--- config.mk ---
export PLATFORM = sky130hd
export DESIGN_NAME = button_event_gen
export DESIGN_NICKNAME = d
export VERILOG_FILES = /design/src/rtl/button_event_gen.sv
export SDC_FILE = /design/constraint.sdc
export NUM_CORES = 1
export LEC_CHECK = 0
export BUFFER_PORTS_ARGS = -buffer_cell sky130_fd_sc_hd__buf_2
export CORE_MARGIN = 5
export CORE_UTILIZATION = 51
export DETAILED_ROUTE_END_ITERATION = 7
export HOLD_SLACK_MARGIN = 0.15
export PLACE_DENSITY_LB_ADDON = 0.3
export SYNTH_ARGS = -nofsm -noshare
export SYNTH_HDL_FRONTEND = slang
export SYNTH_SLANG_ARGS = --single-unit
--- constraint.sdc ---
create_clock -name i_clk -period 4.44 [get_ports i_clk]
set_input_delay 0.444 -clock i_clk [delete_from_list [all_inputs] [get_ports i_clk]]
set_output_delay 0.444 -clock i_clk [all_outputs]
set_load 0.05 [all_outputs]
--- src/rtl/button_event_gen.sv ---
// button_event_gen: turns a debounced button level into single-cycle
// press / release / long-press / auto-repeat strobes plus a held level.
// Optional feature macro: BTN_AUTO_REPEAT_EN enables o_repeat pulses while
// long-held; without it o_repeat stays 0 and the counter idles in LONG_HELD.
// Every output comes from a flop, one cycle after the edge that samples i_in.
module button_event_gen #(
    parameter int unsigned long_press_cycles = 50_000_000,
    parameter int unsigned repeat_cycles     = 10_000_000,
    parameter int unsigned cnt_w             = 32
) (
    input  logic i_clk,
    input  logic i_rst,
    input  logic i_in,
    output logic o_press,
    output logic o_release,
    output logic o_long,
    output logic o_repeat,
    output logic o_held
);

    typedef enum logic [1:0] {
        IDLE      = 2'd0,
        PRESSED   = 2'd1,
        LONG_HELD = 2'd2
    } state_t;

    // Counter value at the edge where the long-press threshold is reached.
    localparam logic [cnt_w-1:0] LONG_LAST = cnt_w'(long_press_cycles - 1);
`ifdef BTN_AUTO_REPEAT_EN
    // Counter value at the edge where one repeat period has elapsed.
    localparam logic [cnt_w-1:0] REP_LAST  = cnt_w'(repeat_cycles - 1);
`endif

    state_t           state_q, state_d;
    logic [cnt_w-1:0] cnt_q, cnt_d;
    logic             prev_q, prev_d;
    logic             press_q, press_d;
    logic             rel_q, rel_d;
    logic             long_q, long_d;
    logic             rpt_q, rpt_d;
    logic             held_q, held_d;

    // Next-state, hold counter and next-cycle pulse decode.
    always_comb begin
        state_d = state_q;
        cnt_d   = cnt_q;
        prev_d  = i_in;
        press_d = 1'b0;
        rel_d   = 1'b0;
        long_d  = 1'b0;
        rpt_d   = 1'b0;
        held_d  = 1'b0;

        case (state_q)
            IDLE: begin
                // prev_q clears on reset, so a button held through reset
                // still registers as a fresh press once reset drops.
                if (i_in && !prev_q) begin
                    state_d = PRESSED;
                    cnt_d   = '0;
                    press_d = 1'b1;
                end
            end
            PRESSED: begin
                // Release wins over the long-press threshold on the same edge.
                if (!i_in) begin
                    state_d = IDLE;
                    cnt_d   = '0;
                    rel_d   = 1'b1;
                end else if (cnt_q == LONG_LAST) begin
                    state_d = LONG_HELD;
                    cnt_d   = '0;
                    long_d  = 1'b1;
                end else begin
                    cnt_d = cnt_q + cnt_w'(1);
                end
            end
            LONG_HELD: begin
                if (!i_in) begin
                    state_d = IDLE;
                    cnt_d   = '0;
                    rel_d   = 1'b1;
                end else begin
`ifdef BTN_AUTO_REPEAT_EN
                    if (cnt_q == REP_LAST) begin
                        cnt_d = '0;
                        rpt_d = 1'b1;
                    end else begin
                        cnt_d = cnt_q + cnt_w'(1);
                    end
`else
                    cnt_d = '0;
`endif
                end
            end
            default: begin
                state_d = IDLE;
                cnt_d   = '0;
            end
        endcase

        held_d = (state_d != IDLE);
    end

    // State, counter, input history and output registers.
    always_ff @(posedge i_clk) begin
        if (i_rst) begin
            state_q <= IDLE;
            cnt_q   <= '0;
            prev_q  <= 1'b0;
            press_q <= 1'b0;
            rel_q   <= 1'b0;
            long_q  <= 1'b0;
            rpt_q   <= 1'b0;
            held_q  <= 1'b0;
        end else begin
            state_q <= state_d;
            cnt_q   <= cnt_d;
            prev_q  <= prev_d;
            press_q <= press_d;
            rel_q   <= rel_d;
            long_q  <= long_d;
            rpt_q   <= rpt_d;
            held_q  <= held_d;
        end
    end

    assign o_press   = press_q;
    assign o_release = rel_q;
    assign o_long    = long_q;
    assign o_repeat  = rpt_q;
    assign o_held    = held_q;

endmodule

==> results.yml <==
logic_synthesis:
  synth_edf_count: 0
  yosysTopAreaCell: "dfxtp_1"
  synthDistinctLibCells: 40
  syn_inst: 202
  synth_fp_nets: 210
  synth_area_mm2: 0.001878
  ys_warn_count: 0
  async_reset_ff_frac: 0
  synth.avg_cell_area_um2: 9.297
  synth.area.top_cells: "dfxtp_1, xor2_1, xnor2_1, nor2_1, nand4_1"
  ys.flop_type: "dfxtp_1"
  synth_top_area_frac: 0.4157
  ys_seq_elements: 39
  synth_seq_area_share: 0.4157
floorplanning:
  rows: 22
  io_pins: 8
  die_x_um: 70.69
  die_height_um: 70.69
  design.core.area_mm2: 0.003606
  dieArea_mm2: 0.004996
  initial_core_util: 0.5208
layout:
  nets: 216
  area_growth_syn_to_layout_pct: 6.329
  post-route-util: 0.5538
  multi_input_area_mm2: 0.001022
  fill_cells: 342
  seq_area_um2: 780.7
  drive_gt1_frac: 0.1148
  num_antenna_cells: 0
power:
  power.clock.fraction: 0.358
  pwr-share-comb: 0.070
  ir_drop_mv: 0.1875
  leakagePower_uw: 0.0006756
  power_density_mw_per_mm2: 313.2
  internal_power_uw: 476.4
  switchingPower_uw: 149.1
  p_sw_frac: 0.2384
  total_power_uw: 625.5
  seq_power_share: 0.572
cts:
  tritoncts: "built"
  insertion_delay_ns: 0.29
  cts_resized: 0
  clk_pin_slew_worst_paths_ns: 0.07
  htree_levels: 2
  root_buffer: "clkbuf_8"
  cts.sink_count: 39
  cts.path.max_buffers: 2
  cts_setup_buffers: 0
  ctsHoldBuffers: 0
  cts_buffers: 5
route:
  detail_route.vias_per_cell: 5.342
  wl_met1_mm: 1.540
  wl_met3_um: 122
  wl_per_cell_um: 12.32
  ant_nets: 0
  drt-total-wl_mm: 3.165
  drt-initial-drc-count: 63
  vias: 1373
  firstDrtPassIters: 4
  wl_met2_mm: 1.452
  top_layer: "met4"
  remaining_drc_errors: 0
timing:
  max_freq_mhz: 441.8
  fin_crit_ns: 2.264
  tightestPinTransition_ns: 0.8021
  timing.final.crit_share: 0.5098
  finalHoldViolCount: 0
  setup_viol: 0
  drv_slew: 0
  setup_tns_ns: 0
  setup_slack_ns: 2.176
  maxSlewHeadroom: 0.4642
  skew_ns: 0.004355
  grt_setup_unrepaired: "false"
outcome:
  status: "finished, final reports clean"
setup_path:
  cp_top_family: "simple AND/OR/NAND/NOR gates"
  worstPathArrival_ns: 2.43
  critPathLaunchType: "flip-flop"
  worst_path_max_delay_cell: "or4_1"
  critPathRequiredTime_ns: 4.61
  critPathCaptureType: "flip-flop"
  criticalPathCategory: "reg2reg"
  worstPathCellList: "or4_1, or4_4, o41ai_4, a21o_4, nor2_1"
  critPathBufInv: 0
  slowest_delay_ns: 0.52
  path_max_fanout: 32
global_route:
  grt_overflow: 0
  grt_pass1_vias: 1288
  grt_antenna_before_repair: 0
  grt_pass1_wl_mm: 5.506
  grt_usage: 0.1357
  grt_max_degree: 33
min_path:
  hold_class: "in2reg"
place:
  place_ws_ns: 2.177
  hpwlAfterDp_mm: 2.200
  routabilityCongestion: 0.7576
  io_buffers: 6
flow_run:
  cap_viol_max_count: 0
## per-stage QoR
| step | area (um2) | cells | hold slack, ns |
|---|---|---|---|
| finish | 1997 | 257 | 0.3955 |
| global route | 1997 | 257 | 0.3938 |
| CTS | 1997 | 257 | 0.3841 |
| detailed placement | 1916 | 249 | 0.5007 |
| global placement | 1916 | 249 | 0.4977 |
| floorplan | 1878 | 202 | 0.4718 |
## synthesized netlist by cell type, types with 2 or more instances
master	instances
buf_6	3
nor2b_1	2
and3_1	3
nor3b_1	2
inv_1	6
o21ai_0	2
nor2_2	6
nor4_1	2
nor2_1	29
a21oi_1	5
nand4_1	11
dfxtp_1	39
nand3_1	12
clkbuf_1	3
nand2_1	11
nor3_1	6
ha_1	5
xor2_1	17
and4_1	5
xnor2_1	13
## path summary, 6_finish.rpt
path	startpoint	endpoint	slack, ns	cells after the start
max	cnt_q[9]	cnt_q[31]	2.18	5
min	i_in	o_release	0.40	2
max reg2reg	cnt_q[9]	cnt_q[31]	2.18	5
min reg2reg	cnt_q[1]	cnt_q[1]	0.53	2
## cells by family after synthesis
logic type	Yosys count	synth area share
buf+inv	13	0.03997
fa+ha+maj	5	0.03331
other cells	1	0.001997
xor+xnor	30	0.1399
compound gates	16	0.08861
flops	39	0.4157
simple gates	98	0.2805
## power by group through the flow
stage	clock, uW	combinational (uW)	sequential [uW]
2_1_floorplan	0	34.0	371
3_3_place_gp	0	43.7	365
3_5_place_dp	0	43.9	365
4_1_cts	234	44.1	357
5_1_grt	249	47.8	358
6_report	224	44.1	358
## layout make-up
| cell class | count | area share |
|---|---|---|
| clock buffer | 7 | 0.03822 |
| clock inverter | 1 | 0.002506 |
| inverter | 6 | 0.01128 |
| multi-input combinational | 150 | 0.5119 |
| sequential | 39 | 0.3910 |
| tap | 48 | 0.03008 |
| timing repair buffer | 6 | 0.01504 |
## layout by cell type, fill, tap and decap left out, drive strengths merged, types with 2 or more instances in the layout
cell type and n:
clkbuf 7, o21ai 2, buf 6, nor2 35, inv 6, nand2 11, nor3 6, nand3 12
dfxtp 39, and3 3, or4 2, nand4 12, and4 5, xnor2 13, nor2b 2, a21oi 5
ha 5, nor4 2, a2111oi 4, nor3b 2, xor2 17
## sequential cells by signal (all words and copies together) (netlist names)
register	cells
o_long	1
state_q	2
cnt_q	32
prev_q	1
o_held	1
o_release	1
o_press	1
## layer usage
| layer | GRT usage | vias to the layer above |
|---|---|---|
| met4 | 0.05010 | 0 |
| met1 | 0.1616 | 639 |
| met2 | 0.2255 | 18 |
| met5 | 0 | - |
| met3 | 0.04688 | 7 |
| li1 | - | 709 |
(Power assumes the default switching activity.)
